<file path="src/rtl/gpio_mmio.sv">
// Memory-mapped GPIO: LED output register with set/clear/toggle aliases, and four
// push-button inputs with synchronizer, debounce, sticky press capture and a
// level interrupt.
module gpio_mmio #(
  parameter logic [31:0] BASE_ADDR       = 32'hFFFF_0000,
  parameter int unsigned DEBOUNCE_CYCLES = 16
) (
  input  logic        clk,
  input  logic        reset_n,
  input  logic [31:0] addr,
  input  logic [31:0] wdata,
  input  logic [3:0]  wstrb,
  input  logic        we,
  input  logic        re,
  output logic [31:0] rdata,
  output logic        rvalid,
  input  logic [3:0]  key_n,
  output logic [9:0]  ledr,
  output logic        irq
);

  localparam int unsigned CntW = $clog2(DEBOUNCE_CYCLES + 1);
  // Counter value at which the next mismatching cycle completes the stable run.
  localparam logic [CntW-1:0] CntLast = CntW'(DEBOUNCE_CYCLES - 1);

  localparam logic [2:0] OffLedOut   = 3'd0;
  localparam logic [2:0] OffLedSet   = 3'd1;
  localparam logic [2:0] OffLedClr   = 3'd2;
  localparam logic [2:0] OffLedTog   = 3'd3;
  localparam logic [2:0] OffKeyState = 3'd4;
  localparam logic [2:0] OffKeyEdge  = 3'd5;
  localparam logic [2:0] OffIrqEn    = 3'd6;

  logic [3:0]      sync1_q, sync2_q;
  logic [3:0]      pressed;
  logic [3:0]      key_deb_q, key_deb_d;
  logic [CntW-1:0] cnt_q [4];
  logic [CntW-1:0] cnt_d [4];
  logic [3:0]      rise;
  logic [9:0]      led_q, led_d;
  logic [3:0]      key_edge_q, key_edge_d;
  logic [3:0]      irq_en_q, irq_en_d;
  logic            irq_q, irq_d;
  logic [31:0]     rdata_q, rdata_d;
  logic            rvalid_q;

  logic            sel, wr, rd;
  logic [2:0]      off;
  logic [9:0]      mask, wbits;
  logic [31:0]     rmux;

  // Upper lanes and sub-word byte offset carry no meaning here.
  logic unused_bits;
  assign unused_bits = ^{wdata[31:10], wstrb[3:2], addr[1:0]};

  assign sel   = (addr[31:5] == BASE_ADDR[31:5]);
  assign off   = addr[4:2];
  assign wr    = we & sel;
  assign rd    = re & sel;
  assign mask  = {{2{wstrb[1]}}, {8{wstrb[0]}}};
  assign wbits = wdata[9:0] & mask;

  assign pressed = ~sync2_q;

  // Per-key debounce: count consecutive mismatching cycles, accept on the Nth.
  always_comb begin
    key_deb_d = key_deb_q;
    for (int k = 0; k < 4; k++) begin
      cnt_d[k] = '0;
      if (pressed[k] != key_deb_q[k]) begin
        if (cnt_q[k] == CntLast) begin
          key_deb_d[k] = pressed[k];
        end else begin
          cnt_d[k] = cnt_q[k] + 1'b1;
        end
      end
    end
  end

  assign rise = key_deb_d & ~key_deb_q;

  // Register writes; a debounced press overrides a same-cycle W1C of its bit.
  always_comb begin
    led_d      = led_q;
    key_edge_d = key_edge_q;
    irq_en_d   = irq_en_q;
    if (wr) begin
      case (off)
        OffLedOut:  led_d = (led_q & ~mask) | wbits;
        OffLedSet:  led_d = led_q | wbits;
        OffLedClr:  led_d = led_q & ~wbits;
        OffLedTog:  led_d = led_q ^ wbits;
        OffKeyEdge: if (wstrb[0]) key_edge_d = key_edge_q & ~wdata[3:0];
        OffIrqEn:   if (wstrb[0]) irq_en_d = wdata[3:0];
        default:    ;
      endcase
    end
    key_edge_d = key_edge_d | rise;
  end

  // irq is registered from next-state values so it tracks KEY_EDGE cycle for cycle.
  assign irq_d = |(key_edge_d & irq_en_d);

  // Read mux from current register values, so a same-cycle write is not visible.
  always_comb begin
    rmux = '0;
    case (off)
      OffLedOut:   rmux = {22'd0, led_q};
      OffKeyState: rmux = {28'd0, key_deb_q};
      OffKeyEdge:  rmux = {28'd0, key_edge_q};
      OffIrqEn:    rmux = {28'd0, irq_en_q};
      default:     rmux = '0;
    endcase
    rdata_d = rd ? rmux : 32'd0;
  end

  // Key synchronizer and debounce state; reset to released.
  always_ff @(posedge clk or negedge reset_n) begin
    if (!reset_n) begin
      sync1_q   <= 4'hF;
      sync2_q   <= 4'hF;
      key_deb_q <= 4'h0;
      for (int k = 0; k < 4; k++) cnt_q[k] <= '0;
    end else begin
      sync1_q   <= key_n;
      sync2_q   <= sync1_q;
      key_deb_q <= key_deb_d;
      for (int k = 0; k < 4; k++) cnt_q[k] <= cnt_d[k];
    end
  end

  // Bus-visible registers and registered outputs.
  always_ff @(posedge clk or negedge reset_n) begin
    if (!reset_n) begin
      led_q      <= '0;
      key_edge_q <= '0;
      irq_en_q   <= '0;
      irq_q      <= 1'b0;
      rdata_q    <= '0;
      rvalid_q   <= 1'b0;
    end else begin
      led_q      <= led_d;
      key_edge_q <= key_edge_d;
      irq_en_q   <= irq_en_d;
      irq_q      <= irq_d;
      rdata_q    <= rdata_d;
      rvalid_q   <= rd;
    end
  end

  assign ledr   = led_q;
  assign irq    = irq_q;
  assign rdata  = rdata_q;
  assign rvalid = rvalid_q;

endmodule

</file>
<file path="config.mk">
export PLATFORM = sky130hd
export DESIGN_NAME = gpio_mmio
export DESIGN_NICKNAME = d
export VERILOG_FILES = /design/src/rtl/gpio_mmio.sv
export SDC_FILE = /design/constraint.sdc
export NUM_CORES = 1
export LEC_CHECK = 0
export BUFFER_PORTS_ARGS = -buffer_cell sky130_fd_sc_hd__clkbuf_2
export CORE_MARGIN = 10
export CORE_UTILIZATION = 53
export CTS_CLUSTER_SIZE = 30
export DETAILED_ROUTE_END_ITERATION = 10
export PLACE_DENSITY = 0.85
export SKIP_LAST_GASP = 1
export SLEW_MARGIN = 20
export SYNTH_ARGS = -nofsm -noshare
export SYNTH_HDL_FRONTEND = slang
export SYNTH_SLANG_ARGS = --single-unit
</file>
<file path="constraint.sdc">
create_clock -name clk -period 4.3 [get_ports clk]
set_input_delay 0.645 -clock clk [delete_from_list [all_inputs] [get_ports clk]]
set_output_delay 0.645 -clock clk [all_outputs]
set_load 0.005 [all_outputs]
</file>
Yosys cells after proc, flatten, opt, wreduce, memory -nomap -nowiden
Cells that the tools add are included.

word-level totals
  bits in registers = 84
  output and inout port bits = 44
  word-level logic and storage cells = 78

cells by class
  $add $sub $neg = 4
  equality and inequality tests = 15
  mux-type cells = 25
  bitwise logic cells = 17
  reduce and logical (&&, ||, !) cells = 4

operators with widths
  operator                                                               count
  10-bit one-hot mux with 4 select lines                                 2
  5-bit two-way mux                                                      8
  32-bit two-way mux                                                     1
  10-bit AND                                                             3
  27-bit equality test, second input constant                            1
  4-bit two-way mux                                                      6
  5-bit by 1-bit adder with 5-bit output, second input constant          4
  5-bit by 4-bit equality test with 1-bit output, second input constant  4
  10-bit inverter                                                        2
  10-bit OR                                                              2
  4-bit AND                                                              3
  4-bit inverter                                                         3
  10-bit XOR                                                             1
  3-bit equality test, second input constant                             3
  1-bit two-way mux                                                      8
  3-bit by 2-bit equality test with 1-bit output, second input constant  2
  1-bit inequality test                                                  4
  4-bit OR                                                               1
  4-bit nonzero test                                                     1
  4-bit OR reduction                                                     1
  3-bit by 1-bit equality test with 1-bit output, second input constant  1
  3-bit logical NOT                                                      1
  1-bit AND                                                              2
  2-bit AND reduction                                                    1

Depth between registers and ports, before layout
  depth after elaboration = 8
  mapped depth = 8
  mapped depth without buffers = 6

Worst setup path after synthesis
No wires, ideal clock.

  path kind = in2reg
  start point = input port addr[14]
  end point = register irq_q, in the netlist irq
  setup time = 0.129 ns
  arrival = 2.352 ns
  path slack = 1.819 ns
  stages on the path = 6
  cells stage by stage = or4b_4 -> nor4_4 -> buf_6 -> a41oi_1 -> o22a_1 -> a2111o_1

on the way
  word-level cells in the longest chain between the ends = 6
  elaborated cells between the ends (all ways) = 7
  classes of those cells = eq/ne: 1; mux: 2; bitwise: 3; reduce/logical: 1

RTL lines
  what                      line  source
  start, declared           10    input logic [31:0] addr,
  27-bit equality test (*)  56    assign sel = (addr[31:5] == BASE_ADDR[31:5]);
  1-bit AND (*)             58    assign wr = we & sel;
  4-bit two-way mux         87    if (wr) begin
  4-bit OR                  98    key_edge_d = key_edge_d | rise;
  4-bit AND (*)             102   assign irq_d = |(key_edge_d & irq_en_d);
  4-bit OR reduction (*)    102
  named net irq_d           43    logic irq_q, irq_d;
  end signal, assigned      145   irq_q <= irq_d;
  end, declared             43

Mark *: on every way through the listed nets, which the timed path passes. The rest lies on a longest branch.
A chain may end at the register's enable or synchronous reset.

Worst setup path after layout
  start point = input port addr[14]
  end point = register led_q[9], in the netlist ledr[9]

on the way
  word-level cells in the longest chain between the ends = 3

RTL lines
  what                           line  source
  27-bit equality test           56
  1-bit AND                      58
  2-bit AND reduction (no line)  n/a
  end signal, assigned           142   led_q <= led_d;
  end, declared                  40    logic [9:0] led_q, led_d;

No other way between the ends.

==> flow_summary.yaml <==
final_layout:
  instances_no_fill: 471
  area_delta_synth_final_pct: 15.1
  n_antenna_cell: 0
  num-nets-final: 483
  fillCellCount: 485
  drive_above_1_share_pct: 26.0
floorplan:
  chipWidth_microns: 97.7
  ios: 120
  die_area_sq_um: 9550
  fp.dieH_microns: 97.7
  core_sq_um: 5890
  initial_core_util_pct: 54.4
  rows: 28
placement:
  globalplace.congestion: 0.743
  dpl.hpwl_mm: 5.69
  io_buffers: 71
  dp_cells: 457
clocking:
  clk_latency_ns: 0.34
  path_clk_slew_ns: 0.07
  cts_buffer_depth: 2
  numCtsBuffers: 9
  cts_resized: 0
  cts_setup_buffers: 0
  cts-htree-levels: 3
  root_buffer: "clkbuf_8"
  cts_tree: "built"
  holdBufCountCts: 0
  cts.sink_count: 62
sta:
  grt_setup_unrepaired: "no"
  finClkSkew_ns: 0.00764
  slew_headroom_pct: 41.5
  finalCriticalPeriod_ns: 2.73
  fmax_mhz: 366
  fin_crit_sh_pct: 63.5
  tns_ns: 0
  tightest_slew_ns: 0.869
  setup_violations: 0
  hold_violations: 0
  slew_violations: 0
global_route:
  grt_start_max_net_pins: 40
  grt_pass1_vias: 2689
  antenna_found_initial: 0
  grt_pass1_wl_mm: 12.6
  grt_remaining_overflow: 0
  grt_usage_pct: 15.7
drt:
  drc_errors: 0
  vias_per_cell: 5.42
  ant_nets: 0
  drt_iter0_drc: 160
  drt_first_pass_iters: 4
  wl_mm: 7.60
  wl_per_cell_microns: 16.1
  num_vias: 2554
critical_path:
  cp-start-kind: "input pin"
  worstReg2RegStart: "cnt_q[15]"
  crit_fanout: 14
  required_ns: 4.49
  slowest_delay_ns: 0.69
  critPathMostFrequentCell: "o21ai_0"
  rrSetupSlack_ns: 2.76
  rr_endpoint: "irq"
  arrival_ns: 2.92
  critPathKind: "input pin to flip-flop"
  worst_path_max_delay_cell: "nor4_4"
  worstPathCellList: "clkbuf_2, or4b_4, nor4_4, nand4b_1, o21ai_0, o21ai_0"
  cp-end-kind: "flip-flop"
  rr_worst_depth: 5
run:
  maxCapViolCount: 0
logic_synthesis:
  synth-seq-cells: 62
  synth_area_sq_um: 3200
  yosysWarningCount: 0
  synth_seq_area_share_pct: 48.8
  syn_area_per_cell_sq_um: 9.97
  synthCells: 321
  yosysUniqueCellTypes: 40
power_and_ir_drop:
  irDropWorstVdd_mv: 0.164
  p_per_area_nw_per_um2: 310
  total_power_uw: 1140
  leakage_uw: 0.00189
status:
  status: "completed"
hold_path:
  hold_path_class: "input pin to asynchronous set/reset pin"
area by class of cell:
type / instances / area (sq um) / share of cell area, %
flip-flops and latches: 62 / 1560 / 42.4
clock inverters: 2 / 12.5 / 0.340
inverters: 11 / 41.3 / 1.12
repair buffers: 72 / 363 / 9.85
clock buffers: 12 / 145 / 3.94
multi-input cells: 237 / 1470 / 39.8
well taps: 75 / 93.8 / 2.55
cells in the final DEF (no fill, tap or decap), drive strengths merged, types with 3 or more instances in the layout:
master / n
nand3: 9
clkbuf: 83
a41oi: 3
a31oi: 4
or2: 6
xor2: 8
xnor2: 4
nand4: 5
a211oi: 4
nor2: 27
a21boi: 3
o22a: 3
dfstp: 8
o21ai: 26
and2: 14
and3: 7
nor4: 9
dfrtp: 54
a21oi: 11
ha: 14
conb: 22
inv: 11
nand4b: 4
mux2i: 9
o31ai: 4
nand2: 30
worst max path at each step:
stage | start | end | slack, ns | cells after the start
detailed placement | addr[14] | ledr[9] | 1.26 | 6
global route | addr[14] | ledr[9] | 1.47 | 6
floorplan | addr[14] | irq | 1.82 | 6
finish | addr[14] | ledr[9] | 1.57 | 6
global placement | addr[14] | ledr[8] | 1.26 | 6
CTS | addr[14] | ledr[9] | 1.61 | 6
registers in the layout, indices dropped and copies added, names as in the netlist:
register and flops:
irq_en_q 4, rdata 10, cnt_q 20, key_deb_q 4
ledr 10, rvalid 1, sync2_q 4, irq 1
sync1_q 4, key_edge_q 4
through the flow:
| step | util, % | hold slack, ns | instance area, sq um | worst slack [ns] |
|---|---|---|---|---|
| after CTS | 62.6 | 0.297 | 3680 | 1.61 |
| after global placement | 59.9 | 0.346 | 3520 | 1.26 |
| final | 62.6 | 0.294 | 3680 | 1.57 |
| after global routing | 62.6 | 0.327 | 3680 | 1.47 |
| after floorplan | - | 0.345 | 3280 | 1.82 |
| after detailed placement | 59.9 | 0.350 | 3520 | 1.26 |
worst max-delay path: cells and delay by family:
family	cells	cell delay [ns]
simple gates	3	1.78
compound gates	2	0.42
buf+inv	1	0.08
cells in the mapped netlist (all sizes together):
master,number,area (sq um)
xor2,8,70.1
nor2b,2,12.5
inv,11,41.3
conb,1,3.75
and2,14,87.6
ha,14,175
xnor2,4,35.0
nand3,9,45.0
mux2i,9,90.1
nand4,5,31.3
o21ai,26,130
dfrtp,54,1350
nor4,9,83.8
o22a,3,26.3
a31oi,4,25.0
or4b,1,13.8
clkbuf,8,30.0
o31ai,4,30.0
a211oi,4,30.0
a21boi,3,22.5
nor3,1,5.00
or4,2,15.0
a21oi,11,55.1
dfstp,8,210
and3,7,43.8
nand2b,2,12.5
mux2,1,11.3
nor2,27,101
nand2,30,113
a41oi,3,26.3
buf,24,181
a21o,1,7.51
a2111o,1,11.3
nand4b,4,35.0
or2,6,37.5
where the power goes:
group	internal, uW	switching, uW	total (uW)
registers	599	9.99	609
clock network	218	214	432
logic	39.0	59.2	98.2
total	856	284	1140
layer usage:
layer / up-vias / track usage, % / share of wire, %
li1: 1222 / - / -
met1: 1228 / 17.3 / 41
met2: 93 / 27.3 / 51
met3: 11 / 4.91 / 6.4
met4: 0 / 6.49 / 1.3
met5: - / 0 / 0
logic make-up after synthesis:
logic type	share of synthesized area, %
AOI/OAI and AO/OA	11.4
xor gates and xnor gates	3.28
adders and majority gates	5.47
buffers and inverters	7.90
DFF	48.8
muxes	3.17
other	0.117
and+or+nand+nor	19.9
No activity file was read; power rests on OpenSTA's default activity.
